==> config.mk <==
export PLATFORM = sky130hd
export DESIGN_NAME = rx_control_unit
export DESIGN_NICKNAME = d
export VERILOG_FILES = /design/src/rtl/rx_pkg.sv /design/src/rtl/rx_start_detector.sv /design/src/rtl/rx_control_unit.sv
export SDC_FILE = /design/constraint.sdc
export NUM_CORES = 1
export LEC_CHECK = 0
export ABC_AREA = 1
export ABC_CLOCK_PERIOD_IN_PS = 2300
export BUFFER_PORTS_ARGS = -buffer_cell sky130_fd_sc_hd__buf_2
export CAP_MARGIN = 20
export CORE_MARGIN = 8
export CORE_UTILIZATION = 53
export CTS_CLUSTER_SIZE = 12
export DETAILED_ROUTE_END_ITERATION = 10
export PLACE_DENSITY = 0.75
export REMOVE_ABC_BUFFERS = 1
export SLEW_MARGIN = 40
export SYNTH_ARGS = -nofsm -noshare
export SYNTH_HDL_FRONTEND = slang
export SYNTH_SLANG_ARGS = --single-unit
==> constraint.sdc <==
create_clock -name clk -period 2.3 [get_ports clk]
set_clock_uncertainty 0.2 [all_clocks]
set_input_delay 0.69 -clock clk [delete_from_list [all_inputs] [get_ports clk]]
set_output_delay 0.69 -clock clk [all_outputs]
set_load 0.01 [all_outputs]
==> src/rtl/rx_pkg.sv <==
// Shared types and default sizing for the serial receiver control path.
package rx_pkg;

   typedef enum logic [2:0] {
      IDLE,
      START_CHK,
      RECEIVE,
      CHECK
   } rx_state_t;

   localparam int RX_MAX_DATA_BITS = 8;  // default rx_data buffer width
   localparam int RX_HALF_MIN      = 1;  // floor for the start-bit check length

endpackage

==> src/rtl/rx_start_detector.sv <==
// Two-flop synchronizer for the raw serial line plus a falling-edge detector
// that flags the leading edge of a start bit.
module rx_start_detector (
   input  logic clk,
   input  logic rst,
   input  logic serial_in,
   output logic sync_serial,
   output logic start_edge
);

   logic meta;
   logic prev;

   // Synchronize the line and keep the previous synchronized sample; the line idles high.
   always_ff @(posedge clk) begin
      if (rst) begin
         meta        <= 1'b1;
         sync_serial <= 1'b1;
         prev        <= 1'b1;
      end else begin
         // NOTE: non-blocking assignments make the three flops shift in lock-step;
         // blocking ones would collapse the chain into a single stage.
         meta        <= serial_in;
         sync_serial <= meta;
         prev        <= sync_serial;
      end
   end

   assign start_edge = prev & ~sync_serial;

endmodule

==> src/rtl/rx_control_unit.sv <==
// Receive-side control: validates the start bit, shifts data in LSB first on
// bit-timer strobes, checks the stop bit and reports status to the host.
module rx_control_unit
   import rx_pkg::*;
#(
   parameter int MAX_DATA_BITS = RX_MAX_DATA_BITS,
   parameter int HALF_MIN      = RX_HALF_MIN
) (
   input  logic                     clk,
   input  logic                     rst,
   input  logic                     serial_in,
   input  logic [3:0]               data_size,
   input  logic [13:0]              bit_period,
   input  logic                     shift_strobe,
   input  logic                     packet_done,
   input  logic                     data_read,
   output logic                     enable_timer,
   output logic [MAX_DATA_BITS-1:0] rx_data,
   output logic                     data_ready,
   output logic                     overrun_error,
   output logic                     framing_error,
   output logic                     rx_busy
);

   localparam int CNT_W = $clog2(MAX_DATA_BITS + 2);
   localparam int CMP_W = (CNT_W > 4) ? CNT_W : 4;

   rx_state_t                state;
   rx_state_t                next_state;
   logic                     sync_serial;
   logic                     start_edge;
   logic [12:0]              half_cnt;
   logic [12:0]              half_load;
   logic [CNT_W-1:0]         bit_cnt;
   logic [CMP_W-1:0]         bit_cnt_ext;
   logic [CMP_W-1:0]         size_ext;
   logic [MAX_DATA_BITS-1:0] shift_reg;
   logic [MAX_DATA_BITS-1:0] aligned_data;
   logic                     stop_bit;

   rx_start_detector u_start_detector (
      .clk         (clk),
      .rst         (rst),
      .serial_in   (serial_in),
      .sync_serial (sync_serial),
      .start_edge  (start_edge)
   );

   // Derived values: start-check length, counter comparison widths, right-aligned frame.
   always_comb begin
      half_load = 13'(bit_period >> 1);
      if (half_load < 13'(HALF_MIN)) begin
         half_load = 13'(HALF_MIN);
      end
      bit_cnt_ext  = CMP_W'(bit_cnt);
      size_ext     = CMP_W'(data_size);
      aligned_data = shift_reg >> (MAX_DATA_BITS - int'(data_size));
   end

   // State register.
   always_ff @(posedge clk) begin
      if (rst) begin
         state <= IDLE;
      end else begin
         state <= next_state;
      end
   end

   // Next-state and timer-enable decode.
   always_comb begin
      // NOTE: every output of this block gets a default first, so no path
      // through the case can leave one unassigned and infer a latch.
      next_state   = state;
      enable_timer = 1'b0;
      case (state)
         IDLE: begin
            if (start_edge) begin
               next_state = START_CHK;
            end
         end
         START_CHK: begin
            if (half_cnt <= 13'd1) begin
               next_state = sync_serial ? IDLE : RECEIVE;
            end
         end
         RECEIVE: begin
            enable_timer = 1'b1;
            if (packet_done) begin
               next_state = CHECK;
            end
         end
         CHECK: begin
            next_state = IDLE;
         end
         default: begin
            next_state = IDLE;
         end
      endcase
   end

   assign rx_busy = (state != IDLE);

   // Counters, shift register and host-side status flags.
   always_ff @(posedge clk) begin
      if (rst) begin
         half_cnt      <= '0;
         bit_cnt       <= '0;
         shift_reg     <= '0;
         stop_bit      <= 1'b0;
         rx_data       <= '0;
         data_ready    <= 1'b0;
         overrun_error <= 1'b0;
         framing_error <= 1'b0;
      end else begin
         // A host read clears the flags; a frame load later in this block overrides it.
         if (data_read) begin
            data_ready    <= 1'b0;
            overrun_error <= 1'b0;
         end
         case (state)
            IDLE: begin
               if (start_edge) begin
                  half_cnt      <= half_load;
                  framing_error <= 1'b0;
               end
            end
            START_CHK: begin
               half_cnt <= half_cnt - 13'd1;
               if (half_cnt <= 13'd1 && !sync_serial) begin
                  bit_cnt   <= '0;
                  shift_reg <= '0;
               end
            end
            RECEIVE: begin
               if (shift_strobe) begin
                  if (bit_cnt_ext < size_ext) begin
                     shift_reg <= {sync_serial, shift_reg[MAX_DATA_BITS-1:1]};
                     bit_cnt   <= bit_cnt + CNT_W'(1);
                  end else if (bit_cnt_ext == size_ext) begin
                     stop_bit <= sync_serial;
                     bit_cnt  <= bit_cnt + CNT_W'(1);
                  end
               end
            end
            CHECK: begin
               if (stop_bit) begin
                  rx_data    <= aligned_data;
                  data_ready <= 1'b1;
                  if (data_ready && !data_read) begin
                     overrun_error <= 1'b1;
                  end
               end else begin
                  framing_error <= 1'b1;
               end
            end
            default: begin
            end
         endcase
      end
   end

endmodule

==> run metrics, run 1 <==
via count=2610; part of the Yosys area used for sequential elements=0.325; Synth Flop Type=dfxtp_1; post-route ant nets=0; Hold WC Path Type=reg -> reg; fin nets=466; die width=85.9 µm; CP top delay family=simple AND/OR/NAND/NOR gates; post-route setup TNS=0 ns; VDD IR-drop max=0.000324 V; hold path depth=1; vias in the first global route=2432; R2R setup slack=0.28 ns; hold_ws=0.213 ns; Hold Crit Start=u_start_detector.meta; CP Launch Type=input port; clock slew seen by the registers of the worst setup and hold paths=0.08 ns; min Tclk post-route=2.10 ns; CP max-delay cell=ha_1; layout cell share with drive strength beyond 1=0.205; Overflow after GRT=0; worst-case clock buffer depth=2; crit path cell chain=buf_2, inv_1, ha_1, a21oi_1, nand3_1, nand2_1, nand3_4, o21ai_2, nor2_1; reg-to-reg endpoint=half_cnt[6]; largest net degree at the start of global routing=26; DP HPWL=4600 µm; cts bufs inserted=5; post-CTS setup buffers=0; Async S/R FF share, synth=0; drt pass-1 iters=5; unrepaired setup endpoints after global routing=no; Crit. Startpoint=data_size[3]; post-route insts no fill=502; Root Driver=clkbuf_8; Hold Path End=u_start_detector.sync_serial; # diodes=0; Setup CP Type=in -> reg; die area=7380 µm²; Area Overhead vs Synth=15.5%; CTS sink cnt=42; Final Cycle Share=0.913; final WL=6020 µm; routed vias/inst=5.20; max reg flops=13; all-layer global routing usage=0.172; # rows=25; insertion delay to the later sink of the worst-skew pair=0.29 ns; Yosys cell types=40; Fin. Hold Viols=0; Worst slew margin=0.623; Post-Syn Area per Cell=6.62 µm²; kind of end point of the critical path=flip-flop; fmax=476 MHz; port bufs=35; gate count after technology mapping=391; maximum capacitance violations=0; Slew Limit Fails=0; Post-synth EDFFs=0; worst path required time=2.28 ns; status=finished clean; Die Span Y=85.9 µm; DRC Markers=0; max incr delay on CP=0.31 ns; Pwr Density=605 nW/µm²; Post-CTS Hold Buffers=0; drt wl/cell=12.0 µm; Slew @ Worst Pin=0.561 ns; Post-CTS Resized=0; Ports=37; Routability Congestion=0.900; Placed Cells=494; Crit Path Max Fanout=16; first-pass GRT wire length=10500 µm; reg2reg start=half_cnt[0]; Setup Viol. Count Final=0; initial antenna violation count=0; H-tree depth=2; Initial Util=0.548; Initial DRC Count=168; Synth Register Bits=42; yosys warns=0; Lkg Pwr=1.41 nW; r2r worst-path depth=10; Critical Path AT=2.08 ns; Mapped Area=2590 µm²; crit path buf inv count=2; core area=4720 µm²; TritonCTS clock tree=built
-- placed cells by master, fill, tap and decap left out, types with 3 or more instances in the layout --
cell type  instances
nand4_1            7
o21ai_0           11
buf_2             35
nor3_1             5
inv_1             42
xnor2_1            4
nand3_1           36
inv_2              5
nand2_1           92
clkbuf_8           5
dfxtp_1           42
ha_1               8
nor2_2             8
buf_4             11
or2_2              3
o21ai_2            8
a21oi_1           23
nor2_4             3
nor2_1            52
nand2_2            6
-- worst reg2reg max path, delay by kind of cell, from the launching register on --
family | cells | cell delay [ns]
buffers and inverters | 3 | 0.19
adder cells (fa/ha/maj) | 1 | 0.20
XOR/XNOR | 1 | 0.16
flip-flops | 1 | 0.33
AND/OR/NAND/NOR | 5 | 0.83
-- where the power goes --
group / total (mW) / leakage [nW] / internal [mW] / switching (mW)
Clock: 0.581 / 0.0514 / 0.324 / 0.257
Sequential: 0.796 / 0.341 / 0.762 / 0.0346
Combinational: 0.432 / 1.02 / 0.166 / 0.266
Total: 1.81 / 1.41 / 1.25 / 0.558
-- Yosys cell counts (2+ instances only) --
cell type   n  area share
nand2_1    92        0.13
nor2_1     52       0.075
dfxtp_1    42        0.32
inv_1      42       0.061
nand3_1    36       0.070
a21oi_1    23       0.044
o21ai_0    11       0.021
ha_1        8       0.039
nor2_2      8       0.019
o21ai_2     8       0.027
nand4_1     7       0.017
nand2_2     6       0.015
buf_2       5      0.0097
inv_2       5      0.0073
nor3_1      5      0.0097
clkbuf_1    4      0.0058
xnor2_1     4       0.014
nor2_4      3       0.013
or2_2       3      0.0073
a211oi_1    2      0.0058
a22oi_1     2      0.0058
a31oi_1     2      0.0048
nand3_4     2       0.014
o2111ai_1   2      0.0068
xor2_1      2      0.0068
-- per-stage QoR --
step                       util  cell area (µm²)  power, mW  setup slack [ns]
after floorplan               -             2540       1.12             0.188
after global placement    0.610             2880       1.23           -0.0609
after detailed placement  0.610             2880       1.24           -0.0986
after CTS                 0.633             2990       1.82             0.196
after global routing      0.633             2990       1.93            0.0418
final                     0.633             2990       1.81             0.200
-- routing by layer --
metal,vias to the layer above,track usage,part of all wire
met2,78,0.283,0.47
li1,1358,-,-
met1,1167,0.214,0.47
met3,7,0.0430,0.055
met5,-,0,0
met4,0,0.0541,0.0068
-- cell type report --
class / count / area (µm²)
Fill cell: 448 / 1730
Clock inverter: 2 / 37.5
Multi-Input combinational cell: 291 / 1520
Timing Repair Buffer: 46 / 258
Clock buffer: 6 / 72.6
Sequential cell: 42 / 841
Tap cell: 67 / 83.8
Inverter: 48 / 180
-- worst max path at each step --
stage                        end  depth (start not counted)
CTS                 shift_reg[0]                          9
floorplan           shift_reg[5]                          8
global placement    shift_reg[5]                          9
global route        shift_reg[0]                         10
finish              shift_reg[0]                          9
detailed placement  shift_reg[5]                          9
-- cell families after synthesis --
logic type                 Yosys count  share of synthesized area
and+or+nand+nor                    218                      0.384
AOI/OAI and AO/OA                   59                      0.143
buffers and inverters               58                     0.0894
DFF                                 42                      0.325
adders and majority gates            8                     0.0387
xor gates and xnor gates             6                     0.0203
No activity file was read; power rests on OpenSTA's default activity.
==> run 2, diff against run 1 <==
Settings changed: CORE_MARGIN 8 to 4.
==> run 2 against run 1 <==
Die area fell by 18%. Routed wire length fell by 1.9%. Via count fell by 0.84%. Largest cell class unchanged. Hold slack improved by 0.0029 ns.
==> run metrics, run 2 (synthesis results as in run 1) <==
Final Cycle Share=0.902; Routability Congestion=0.904; Hold WC Path Type=reg -> reg; # rows=25; Setup CP Type=in -> reg; Area Overhead vs Synth=15.2%; TritonCTS clock tree=built; Fin. Hold Viols=0; vias in the first global route=2253; Worst slew margin=0.636; Post-CTS Hold Buffers=0; largest net degree at the start of global routing=17; Setup Viol. Count Final=0; die area=6070 µm²; Pwr Total=1.74 mW; core area=4720 µm²; final WL=5910 µm; post-route ant nets=0; clock slew seen by the registers of the worst setup and hold paths=0.08 ns; Post-CTS Resized=0; drt pass-1 iters=5; port bufs=35; max reg flops=13; all-layer global routing usage=0.201; initial antenna violation count=0; FILL cells=465; crit path cell chain=buf_2, inv_1, ha_1, a21oi_1, nand3_1, nand2_1, nand3_4, o21ai_2, nor2_2; CP max-delay cell=ha_1; Crit Path Max Fanout=16; busiest grt layer=met2; # diodes=0; VDD IR-drop max=0.000301 V; via count=2588; worst path required time=2.29 ns; layout cell share with drive strength beyond 1=0.209; cts bufs inserted=5; Initial Util=0.548; CP top delay family=simple AND/OR/NAND/NOR gates; DRC Markers=0; die width=77.9 µm; Lkg Pwr=1.41 nW; H-tree depth=2; routed vias/inst=5.15; status=finished clean; Sequential Area=841 µm²; commonest non-fill, non-tap cells in the layout=nand2_1 (92), nor2_1 (52), inv_1 (42), dfxtp_1 (42), nand3_1 (36); min Tclk post-route=2.07 ns; post-CTS setup buffers=0; DP HPWL=4480 µm; Pwr Density=582 nW/µm²; footprint of the multi-input gates=1520 µm²; unrepaired setup endpoints after global routing=no; kind of end point of the critical path=flip-flop; met3 Use GR=0.0371; Placed Cells=495; dpl cell area=2890 µm²; CP Launch Type=input port; Ports=37; max incr delay on CP=0.31 ns; Overflow after GRT=0; post-route insts no fill=503; first-pass GRT wire length=10000 µm; fin nets=467; insertion delay to the later sink of the worst-skew pair=0.30 ns; setup slack at placement=-0.114 ns; Root Driver=clkbuf_8; met2 GRT Util=0.325; worst-case clock buffer depth=2; Initial DRC Count=154; Slew Limit Fails=0; CTS sink cnt=42; most common cell after layout, fill and taps aside=nand2_1; fmax=482 MHz; final instance area=2980 µm²; drt wl/cell=11.7 µm; maximum capacitance violations=0; slack of the critical path=0.226 ns; GR Util met1=0.277; crit path buf inv count=2; Die Span Y=77.9 µm; Slew @ Worst Pin=0.542 ns; Critical Path AT=2.07 ns
[run 2: cell types whose count changed in the layout (fill, tap and decap cells not counted)]
| cell | change |
|---|---|
| buf_4 | +1 |
| bufinv_16 | -1 |
| clkbuf_1 | -1 |
| clkbuf_8 | +1 |
| clkinv_2 | +1 |
[run 2: routing by layer]
layer  vias up  routed length (µm)
met4         0                  50
met5         -                   0
met1      1165                2860
met3         6                 266
li1       1361                   -
met2        56                2730
[run 2: per-stage QoR]
stage                     utilization  TNS, ns  hold slack, ns
final                           0.631        0           0.216
after global routing            0.631        0           0.254
after CTS                       0.631        0           0.219
after detailed placement        0.611   -0.819           0.199
after global placement          0.611   -0.336           0.193
after floorplan                     -        0           0.189
[run 2: path summary, 6_finish.rpt]
| kind | endpoint | slack (ns) | cells after the start | startpoint |
|---|---|---|---|---|
| max | shift_reg[5] | 0.23 | 9 | data_size[3] |
| min | u_start_detector.sync_serial | 0.22 | 1 | u_start_detector.meta |
| max reg2reg | half_cnt[6] | 0.30 | 10 | half_cnt[0] |
| min reg2reg | u_start_detector.sync_serial | 0.22 | 1 | u_start_detector.meta |
[run 2: final cells by class]
cell class                      instances  share of cell area
Clock buffer                            6              0.0277
Timing Repair Buffer                   47              0.0890
Sequential cell                        42               0.282
Multi-Input combinational cell        291               0.509
Tap cell                               67              0.0281
Inverter                               48              0.0604
Clock inverter                          2             0.00420
[run 2: worst reg2reg max path, delay by kind of cell (launching register included)]
family | cells | cell delay [ns]
AND/OR/NAND/NOR | 5 | 0.83
flip-flops | 1 | 0.33
adder cells (fa/ha/maj) | 1 | 0.20
buffers and inverters | 3 | 0.19
XOR/XNOR | 1 | 0.17
[run 2: report_power, final]
part / internal, mW / leakage (nW) / switching (mW) / total [mW]
clock: 0.241 / 0.0472 / 0.264 / 0.506
sequential: 0.762 / 0.341 / 0.0342 / 0.796
combinational: 0.167 / 1.02 / 0.268 / 0.434
total: 1.17 / 1.41 / 0.566 / 1.74
==> run 3, diff against run 2 <==
Settings changed: CORE_UTILIZATION 53 to 35, PLACE_DENSITY 0.75 to default.
==> run 3 against run 2 <==
Critical path depth unchanged. First-iteration DRC count decreased by 5.2%. Via count fell by 1.0%. Largest cell class unchanged. Highest routed layer unchanged.
==> run metrics, run 3 (synthesis results as in run 1) <==
min Tclk post-route=2.03 ns; setup slack at placement=-0.0633 ns; Pwr Density=634 nW/µm²; Final Cycle Share=0.881; die area=8840 µm²; Initial Util=0.359; post-route ant nets=0; Root Driver=clkbuf_8; Area Overhead vs Synth=18.7%; core area=7210 µm²; Crit Path Max Fanout=16; drt pass-1 iters=4; H-tree depth=2; GR Util met1=0.206; first-pass GRT wire length=10800 µm; TritonCTS clock tree=built; layout cell share with drive strength beyond 1=0.211; DP HPWL=5020 µm; Hold Crit Start=u_start_detector.meta; port bufs=35; fin nets=468; r2r worst-path depth=8; post-CTS setup buffers=0; clock slew seen by the registers of the worst setup and hold paths=0.08 ns; Overflow after GRT=0; reg-to-reg endpoint=half_cnt[7]; via count=2561; commonest non-fill, non-tap cells in the layout=nand2_1 (92), nor2_1 (52), inv_1 (42), dfxtp_1 (42), nand3_1 (36); die width=94 µm; maximum capacitance violations=0; DRC Markers=0; Setup CP Type=in -> reg; cts bufs inserted=5; CTS sink cnt=42; Post-CTS Hold Buffers=0; # rows=31; Routability Congestion=0.911; worst path required time=2.29 ns; Post-CTS Resized=0; Ports=37; all-layer global routing usage=0.151; routed vias/inst=4.78; met3 Use GR=0.0192; slack of the critical path=0.274 ns; Fin. Hold Viols=0; Slew @ Worst Pin=0.390 ns; status=finished clean; vias in the first global route=2371; max reg flops=13; Worst slew margin=0.740; met2 GRT Util=0.248; final WL=6360 µm; reg2reg start=state[0]; Setup Viol. Count Final=0; Hold Path End=u_start_detector.sync_serial; hold_ws=0.216 ns; drt wl/cell=11.9 µm; kind of end point of the critical path=flip-flop; busiest grt layer=met2; largest net degree at the start of global routing=17; hold path depth=1; CP Launch Type=input port; Hold WC Path Type=reg -> reg; Critical Path AT=2.02 ns; Initial DRC Count=146; Slew Limit Fails=0; unrepaired setup endpoints after global routing=no; initial antenna violation count=0; most common cell after layout, fill and taps aside=nand2_1; R2R setup slack=0.45 ns; worst-case clock buffer depth=2; Die Span Y=94 µm; VDD IR-drop max=0.000248 V; insertion delay to the later sink of the worst-skew pair=0.29 ns; # diodes=0; fmax=494 MHz; Lkg Pwr=1.44 nW
-- run 3: worst max-delay path, cell delays in order --
cell,delay [ns]
buf_2,0.09
inv_1,0.05
ha_1,0.30
a21oi_1,0.21
nand3_1,0.12
nand2_1,0.11
nand3_4,0.21
o21ai_2,0.19
nor2_2,0.04
-- run 3: stage by stage --
stage / utilization / cells / TNS (ns) / power, mW / instance area [µm²]
CTS: 0.426 / 536 / 0 / 1.97 / 3070
detailed placement: 0.407 / 528 / -0.477 / 1.25 / 2930
global placement: 0.407 / 528 / -0.263 / 1.25 / 2930
global route: 0.426 / 536 / 0 / 2.07 / 3070
floorplan: - / 381 / 0 / 1.12 / 2540
finish: 0.426 / 536 / 0 / 1.95 / 3070
-- run 3: power breakdown --
| group | switching, mW | internal [mW] |
|---|---|---|
| clock | 0.274 | 0.435 |
| combinational | 0.272 | 0.172 |
| sequential | 0.0341 | 0.762 |
-- run 3: worst max path at each step --
stage	end	from	slack (ns)
after detailed placement	shift_reg[6]	data_size[3]	-0.06
after CTS	shift_reg[6]	data_size[3]	0.26
after global placement	rx_data[2]	data_size[1]	-0.05
final	shift_reg[6]	data_size[3]	0.27
after floorplan	shift_reg[5]	data_size[3]	0.19
after global routing	shift_reg[3]	data_size[3]	0.10
-- run 3: cell type report --
| cell class | instances | area, µm² |
|---|---|---|
| multi-input cells | 291 | 1520 |
| clock buffers | 5 | 68.8 |
| fillers | 795 | 4140 |
| clock inverters | 3 | 68.8 |
| inverters | 48 | 180 |
| well taps | 99 | 124 |
| flip-flops and latches | 42 | 841 |
| repair buffers | 48 | 273 |
-- run 3: metal layers --
layer | vias up | wire, µm
met5 | - | 0
met4 | 0 | 55
met3 | 5 | 290
met2 | 42 | 2920
met1 | 1155 | 3090
li1 | 1359 | -
